$ cat config.mk
export PLATFORM = sky130hd
export DESIGN_NAME = muldiv_unit
export DESIGN_NICKNAME = d
export VERILOG_FILES = /design/src/rtl/muldiv_pkg.sv /design/src/rtl/muldiv_step.sv /design/src/rtl/muldiv_unit.sv
export SDC_FILE = /design/constraint.sdc
export NUM_CORES = 1
export LEC_CHECK = 0
export ABC_AREA = 1
export CAP_MARGIN = 20
export CORE_MARGIN = 3
export CORE_UTILIZATION = 30
export CTS_CLUSTER_SIZE = 25
export DETAILED_ROUTE_END_ITERATION = 10
export SLEW_MARGIN = 20
export SYNTH_ARGS = -nofsm -noshare
export SYNTH_HDL_FRONTEND = slang
export SYNTH_HIERARCHICAL = 1
export SYNTH_SLANG_ARGS = --single-unit
$ cat constraint.sdc
create_clock -name clk -period 2.24 [get_ports clk]
set_clock_uncertainty 0.1 [all_clocks]
set_input_delay 0.224 -clock clk [delete_from_list [all_inputs] [get_ports clk]]
set_output_delay 0.224 -clock clk [all_outputs]
set_load 0.03 [all_outputs]
$ cat src/rtl/muldiv_pkg.sv
// Shared types and defaults for the multi-cycle multiply/divide unit.
package muldiv_pkg;

    localparam int unsigned DEFAULT_WIDTH  = 8;
    localparam int unsigned DEFAULT_REG_AW = 2;

    typedef enum logic [1:0] {
        OP_MUL_LO,
        OP_MUL_HI,
        OP_DIV,
        OP_MOD
    } op_e;

    typedef enum logic [1:0] {
        S_IDLE,
        S_RUN,
        S_WB
    } state_e;

endpackage

$ cat src/rtl/muldiv_step.sv
// One iteration of the sequential datapath.
// Multiply: hi/lo form the running product with the multiplier in lo; the
// product is shifted right one bit per step after a conditional add.
// Divide: hi holds the partial remainder and lo the dividend, which turns
// into the quotient as bits shift in from the right, MSB first.
module muldiv_step #(
    parameter int unsigned WIDTH = 8
) (
    input  logic             is_div_i,
    input  logic [WIDTH-1:0] opnd_i,
    input  logic [WIDTH-1:0] hi_i,
    input  logic [WIDTH-1:0] lo_i,
    output logic [WIDTH-1:0] hi_o,
    output logic [WIDTH-1:0] lo_o
);

    logic [WIDTH:0]   sum;
    logic [WIDTH:0]   rem_sh;
    logic [WIDTH-1:0] diff;
    logic             fits;

    // Shift-add or trial-subtract; a zero divisor always "fits", which
    // yields an all-ones quotient and leaves the dividend as remainder.
    always_comb begin
        sum    = {1'b0, hi_i} + (lo_i[0] ? {1'b0, opnd_i} : (WIDTH+1)'(0));
        rem_sh = {hi_i, lo_i[WIDTH-1]};
        fits   = (rem_sh >= {1'b0, opnd_i});
        diff   = rem_sh[WIDTH-1:0] - opnd_i;
        hi_o   = sum[WIDTH:1];
        lo_o   = {sum[0], lo_i[WIDTH-1:1]};
        if (is_div_i) begin
            hi_o = fits ? diff : rem_sh[WIDTH-1:0];
            lo_o = {lo_i[WIDTH-2:0], fits};
        end
    end

endmodule

$ cat src/rtl/muldiv_unit.sv
// Multi-cycle unsigned MUL/DIV/MOD unit with a one-cycle register write-back.
module muldiv_unit
    import muldiv_pkg::*;
#(
    parameter int unsigned WIDTH  = DEFAULT_WIDTH,
    parameter int unsigned REG_AW = DEFAULT_REG_AW
) (
    input  logic              clk,
    input  logic              reset_n,
    input  logic              start,
    input  logic [1:0]        op,
    input  logic [WIDTH-1:0]  src_a,
    input  logic [WIDTH-1:0]  src_b,
    input  logic [REG_AW-1:0] dest_reg,
    output logic              ready,
    output logic              busy,
    output logic              wb_en,
    output logic [REG_AW-1:0] wb_reg,
    output logic [WIDTH-1:0]  wb_value,
    output logic              div_by_zero
);

    localparam int unsigned CNT_W = (WIDTH > 1) ? $clog2(WIDTH) : 1;
    localparam logic [CNT_W-1:0] CNT_LAST = CNT_W'(WIDTH - 1);

    state_e              state_q;
    op_e                 op_q;
    logic [CNT_W-1:0]    cnt_q;
    logic [WIDTH-1:0]    opnd_q, hi_q, lo_q;
    logic [WIDTH-1:0]    hi_d, lo_d;
    logic [REG_AW-1:0]   dest_q;
    logic                ready_q, busy_q, wb_en_q, dbz_q;
    logic [REG_AW-1:0]   wb_reg_q;
    logic [WIDTH-1:0]    wb_value_q;
    logic                is_div_q, is_div_in;
    logic [WIDTH-1:0]    result_d;

    assign is_div_q  = (op_q == OP_DIV) || (op_q == OP_MOD);
    assign is_div_in = op[1];

    muldiv_step #(.WIDTH(WIDTH)) u_step (
        .is_div_i (is_div_q),
        .opnd_i   (opnd_q),
        .hi_i     (hi_q),
        .lo_i     (lo_q),
        .hi_o     (hi_d),
        .lo_o     (lo_d)
    );

    // Select the write-back value from the state after the final iteration.
    always_comb begin
        result_d = lo_d;
        case (op_q)
            OP_MUL_HI: result_d = hi_d;
            OP_MOD:    result_d = hi_d;
            default:   result_d = lo_d;
        endcase
    end

    // Sequencer, operand/accumulator registers and registered outputs.
    always_ff @(posedge clk or negedge reset_n) begin
        if (!reset_n) begin
            state_q    <= S_IDLE;
            op_q       <= OP_MUL_LO;
            cnt_q      <= '0;
            opnd_q     <= '0;
            hi_q       <= '0;
            lo_q       <= '0;
            dest_q     <= '0;
            ready_q    <= 1'b1;
            busy_q     <= 1'b0;
            wb_en_q    <= 1'b0;
            dbz_q      <= 1'b0;
            wb_reg_q   <= '0;
            wb_value_q <= '0;
        end else begin
            wb_en_q <= 1'b0;
            case (state_q)
                S_RUN: begin
                    hi_q  <= hi_d;
                    lo_q  <= lo_d;
                    cnt_q <= cnt_q + CNT_W'(1);
                    if (cnt_q == CNT_LAST) begin
                        state_q    <= S_WB;
                        ready_q    <= 1'b1;
                        wb_en_q    <= 1'b1;
                        wb_reg_q   <= dest_q;
                        wb_value_q <= result_d;
                        dbz_q      <= is_div_q && (opnd_q == '0);
                    end
                end
                default: begin
                    // IDLE and WB both accept a new operation.
                    if (start) begin
                        state_q <= S_RUN;
                        op_q    <= op_e'(op);
                        dest_q  <= dest_reg;
                        cnt_q   <= '0;
                        hi_q    <= '0;
                        opnd_q  <= is_div_in ? src_b : src_a;
                        lo_q    <= is_div_in ? src_a : src_b;
                        ready_q <= 1'b0;
                        busy_q  <= 1'b1;
                    end else begin
                        state_q <= S_IDLE;
                        ready_q <= 1'b1;
                        busy_q  <= 1'b0;
                    end
                end
            endcase
        end
    end

    assign ready       = ready_q;
    assign busy        = busy_q;
    assign wb_en       = wb_en_q;
    assign wb_reg      = wb_reg_q;
    assign wb_value    = wb_value_q;
    assign div_by_zero = dbz_q;

endmodule

Word-level counts from Yosys, hierarchy flattened
Index checks and enable logic that the tools add are counted.
W data, S select, Z words.

operators by class
  add/sub/neg operators = 3
  $lt $le $gt $ge = 1
  eq/ne operators = 6
  mux-type cells = 22
  bitwise logic cells = 1
  reduce and logical (&&, ||, !) cells = 7

operator list
  cell                   count
  $mux W8                11
  $add A8 B9 Y9          1
  $ge A9 B8 Y1           1
  $logic_not A8 Y1       1
  $sub A8 B8 Y8          1
  $mux W1                7
  $mux W3                2
  $eq A2 B1 Y1 const B   2
  $eq A2 B2 Y1 const B   2
  $mux W2                2
  $reduce_and A2 Y1      2
  $add A3 B1 Y3 const B  1
  $eq A3 B3 Y1 const B   1
  $ne A2 B2 Y1 const B   1
  $reduce_bool A2 Y1     1
  $reduce_or A2 Y1       1
  $logic_and A1 B1 Y1    1
  $logic_or A1 B1 Y1     1
  $not A1 Y1             1

word-level totals
  flip-flop bits (word level) = 47
  output and inout port bits = 14
  word-level logic and storage cells = 53

Logic depth before layout (Yosys ltp)
  word-level depth = 4
  depth in mapped cells = 16
  gate-level depth less buffers = 16

Hierarchy
The synthesis kept the hierarchy.

by module, submodules not included
  module       instances  cells each  area each (µm²)  seq. area each (µm²)
  muldiv_unit  1          293         2180.8           1177.4
  muldiv_step  1          209         1212.4           0.0

Least setup slack after synthesis
No wires, ideal clock.

  path kind = register to register
  start point = register lo_q[0]
  end point = register wb_value_q[5] (netlist: wb_value[5])
  setup time = 0.117 ns
  data arrival time = 1.881 ns
  data required time = 2.023 ns
  setup slack = 0.142 ns
  stages on the path, launching flop included = 15
  cells stage by stage = dfrtp_1 > clkbuf_1 > nand2_1 > inv_1 > ha_1 > fa_1 > nand4_1 > nand3_1 > xor2_1 > nand2_1 > nand2_1 > nand2_1 > o21ai_0 > nand2_1 > nand2_1

on the way
  longest elaborated chain between the ends = 4

ends and longest elaborated chain
  item                      line                source
  start: declaration        muldiv_unit.sv:29   logic [WIDTH-1:0] opnd_q, hi_q, lo_q;
  start signal: assignment  muldiv_unit.sv:81   lo_q <= lo_d;
  start signal: assignment  muldiv_unit.sv:101  lo_q <= is_div_in ? src_a : src_b;
  $mux W8                   muldiv_step.sv:25   sum = {1'b0, hi_i} + (lo_i[0] ? {1'b0, opnd_i} : (WIDTH+1)'(0));
  $add A8 B9 Y9             muldiv_step.sv:25
  $mux W8                   muldiv_step.sv:31   if (is_div_i) begin
  via hi_d[5]               muldiv_unit.sv:30   logic [WIDTH-1:0] hi_d, lo_d;
  $mux W8                   muldiv_unit.sv:53   case (op_q)
  end signal: assignment    muldiv_unit.sv:88   wb_value_q <= result_d;
  end: declaration          muldiv_unit.sv:34   logic [WIDTH-1:0] wb_value_q;

The timed path passes the listed nets, and every way through them passes these cells.
A chain may end at the register's enable or synchronous reset.

Final worst setup path
  start point = register hi_q[1]
  end point = register wb_value_q[4] (netlist: wb_value[4])

on the way
  longest elaborated chain between the ends = 4

ends and longest elaborated chain
  item                                           line                                  source
  start: declaration                             muldiv_unit.sv:29
  start signal: assignment                       muldiv_unit.sv:80                     hi_q <= hi_d;
  $sub A8 B8 Y8 or $ge A9 B8 Y1 (tied branches)  muldiv_step.sv:28, muldiv_step.sv:27
  $mux W8                                        muldiv_step.sv:32                     hi_o = fits ? diff : rem_sh[WIDTH-1:0];
  $mux W8 *                                      muldiv_step.sv:31
  via hi_d[4]                                    muldiv_unit.sv:30
  $mux W8 *                                      muldiv_unit.sv:53

The timed path passes the listed nets; every way through them passes the cells marked *.

==> impl_metrics.csv <==
group,metric,value,unit
critical_path,r2r_end,"wb_value[4]",
detailed_routing,wl_per_cell,13.8,um
detailed_routing,ant_nets,0,
sta,period_minus_slack,2.19,ns
placement,place_hpwl,6840,um
clocking,clk_path_buf_depth,2,
sta,fmaxAchievable,458,MHz
critical_path,ff2ff_setup_slack,0.05,ns
synthesis,syn_area,0.00339,mm2
synthesis,ys_seq_area_share,34.7,%
hold_path,min_from,"op[0]",
detailed_routing,dr_total_vias,3351,
detailed_routing,vias_per_cell,4.83,
flow_run,cap_violations,0,
critical_path,cp.required,2.33,ns
synthesis,synth.distinct_cells,35,
die,fp.dieW,112,um
synthesis,synthAdderAreaFrac,7.82,%
detailed_routing,drc,0,
die,chipHeight,112,um
sta,hold_viol,0,
clocking,cts_tree,"yes",
finish,num-nets-final,596,
die,core_region_area,0.0109,mm2
global_route,grt_max_degree,26,
critical_path,r2r_start,"hi_q[1]",
finish,antenna_cells,0,
sta,whs,0.359,ns
clocking,clkSinkCount,47,
critical_path,cp_data_arrival_time,2.27,ns
die,core.rowCount,38,
clocking,clkTransAtPathRegs,0.07,ns
placement,io_buffers,36,
hold_path,hp-class,"in2reg",
global_route,antenna_found_initial,0,
detailed_routing,firstDrtPassIters,7,
finish,drive_gt1_share,16.2,%
clocking,clk_latency,0.29,ns
critical_path,r2r_cells,13,
sta,finalSetupViolCount,0,
finish,syn_to_final_growth,30.6,%
die,dieArea,0.0126,mm2
global_route,grt_pass1_vias,3147,
global_route,grt_overflow,0,
synthesis,ys_warn_count,6,
detailed_routing,first_iter_violations,199,
synthesis,synth_seq_cells,47,
sta,finalMaxSlewViolations,0,
synthesis,synth-xor-area-share,1.29,%
detailed_routing,wl,9560,um
die,start_util,31.0,%
synthesis,syn_area_per_cell,6.76,um2
synthesis,synthMuxAreaShare,0,%
critical_path,worstSetupStartpointType,"flip-flop",
sta,min_period_over_period,97.6,%
clocking,h-tree-depth,2,
clocking,cts_buffers,5,
critical_path,path_class,"reg2reg",
global_route,grt_pass1_wl,15200,um
synthesis,netlist_instances,502,
sta,relSlewSlack,59.5,%
pwr,total_power,7.56,mW
global_route,grtUsageTotal,14.6,%
sta,worst_slew_pin_slew,0.607,ns
critical_path,endpoint_kind,"flip-flop",
sta,rsz0062_at_grt,"true",
pwr,p_leak,2.30,nW
pwr,ir_drop,512,uV
outcome,status,"finished, final reports clean",
synthesis,synth_compound_area_share,5.24,%
clocking,clockRootBuffer,"clkbuf_16",
pwr,power.density,1700,mW/mm2
synthesis,synth_nets,545,
die,ios,37,
critical_path,critPathMaxFanout,4,
hold_path,whs_path_depth,3,
placement,gp_congestion,0.920,
synthesis,yosys.area_share.simple,41.9,%
hold_path,hold_end,"op_q[0]",
synthesis,synth_top_family_by_area,"simple AND/OR/NAND/NOR gates",
finish,n_fill_cell,1129,
[worst max-delay path, cell delays in order (launching register included)]
cell     delay, ns
dfrtp_1       0.44
buf_4         0.18
ha_1          0.31
nand3_1       0.12
nand3_2       0.12
nand3_1       0.09
nand2_1       0.07
or2_1         0.21
nand3_1       0.08
nand2_2       0.09
nand2_1       0.07
o21ai_1       0.08
nand2_1       0.08
nand2_1       0.05
[through the flow]
stage	cells	setup TNS, ns	area [um2]	setup slack, ns	util, %
floorplan	502	0	3390	0.142	-
global placement	676	0	3950	0.00584	36.1
detailed placement	676	-0.0370	3950	-0.0370	36.1
CTS	688	0	4190	0.0154	38.3
global route	694	-0.351	4430	-0.0857	40.5
finish	694	0	4430	0.0546	40.5
[kinds of logic (layout without fill, tap and decap cells)]
group                    Yosys count  after routing
AND/OR/NAND/NOR                  326            327
buffers and inverters             72            123
flip-flops                        47             47
adder cells (fa/ha/maj)           20             20
XOR/XNOR                           5              5
AO/OA/AOI/OAI                     32             32
[synthesized netlist by cell type]
cell type / count / area (um2)
a21oi_1: 10 / 50.1
a21oi_4: 1 / 16.3
a31oi_1: 1 / 6.26
buf_2: 12 / 60.1
buf_4: 3 / 22.5
clkbuf_1: 2 / 7.51
clkbuf_8: 1 / 13.8
clkinv_1: 1 / 3.75
dfrtp_1: 46 / 1150
dfstp_2: 1 / 26.3
fa_1: 2 / 40.0
ha_1: 18 / 225
inv_1: 49 / 184
inv_2: 4 / 15.0
nand2_1: 245 / 920
nand2_2: 5 / 31.3
nand2_4: 2 / 22.5
nand2_8: 2 / 40.0
nand3_1: 38 / 190
nand3_2: 1 / 10.0
nand3_4: 1 / 17.5
nand3b_1: 6 / 45.0
nand4_1: 3 / 18.8
nor2_1: 17 / 63.8
nor2_2: 2 / 12.5
nor2_8: 1 / 20.0
nor3_4: 1 / 16.3
o21a_1: 1 / 7.51
o21ai_0: 15 / 75.1
o21ai_1: 3 / 15.0
o21bai_1: 1 / 7.51
or2_1: 1 / 6.26
or2_4: 1 / 8.76
xnor2_1: 1 / 8.76
xor2_1: 4 / 35.0
[how the worst max path moves through the flow]
| stage | start | to | slack (ns) |
|---|---|---|---|
| after floorplan | lo_q[0] | wb_value[5] | 0.14 |
| after global placement | opnd_q[0] | wb_value[4] | 0.006 |
| after detailed placement | lo_q[0] | wb_value[4] | -0.04 |
| after CTS | opnd_q[1] | wb_value[4] | 0.02 |
| after global routing | lo_q[0] | wb_value[3] | -0.09 |
| final | hi_q[1] | wb_value[4] | 0.05 |
[placed cells by master (no fill, tap or decap), drive strengths merged]
cell type,count
nand2,254
bufinv,2
o21ai,18
ha,18
dfstp,1
o21a,1
o21bai,1
dlygate4sd3,1
nand3,40
clkdlybuf4s50,35
nor2,21
fa,2
dfrtp,46
xnor2,1
inv,54
buf,25
xor2,4
a31oi,1
nand4,3
a21oi,11
clkbuf,5
clkinv,1
nand3b,6
nor3,1
or2,2
[power breakdown]
group	leakage, nW	total, mW	switching (mW)	internal, mW
clock	0.0959	0.999	0.351	0.648
combinational	1.62	4.97	2.95	2.02
sequential	0.586	1.59	0.348	1.25
[cell type report]
| type | instances | area [um2] | area share [%] |
|---|---|---|---|
| clock buffers | 5 | 125 | 2.82 |
| clock inverters | 3 | 71.3 | 1.61 |
| inverters | 54 | 203 | 4.57 |
| multi-input cells | 384 | 2120 | 47.8 |
| flip-flops and latches | 47 | 1180 | 26.6 |
| well taps | 140 | 175 | 3.95 |
| repair buffers | 61 | 558 | 12.6 |
[metal layers]
metal / share of wire [%] / wire length [um] / vias up / GRT usage (%)
li1: - / - / 1657 / -
met1: 46 / 4370 / 1565 / 19.8
met2: 48 / 4620 / 113 / 24.8
met3: 4.6 / 437 / 16 / 1.67
met4: 1.3 / 127 / 0 / 3.85
met5: 0 / 0 / - / 0
[repair_timing]
item | CTS | global route
pin swaps | 0 | 12
gates cloned | 0 | 1
resized for setup | 2 | 42
hold endpoints to repair | 21 | 0
buffers inserted | 3 | 5
hold buffers | 1 | 0
endpoints found under the setup margin | 2 | 9
Note: power is estimated with default switching activity, not from simulation.
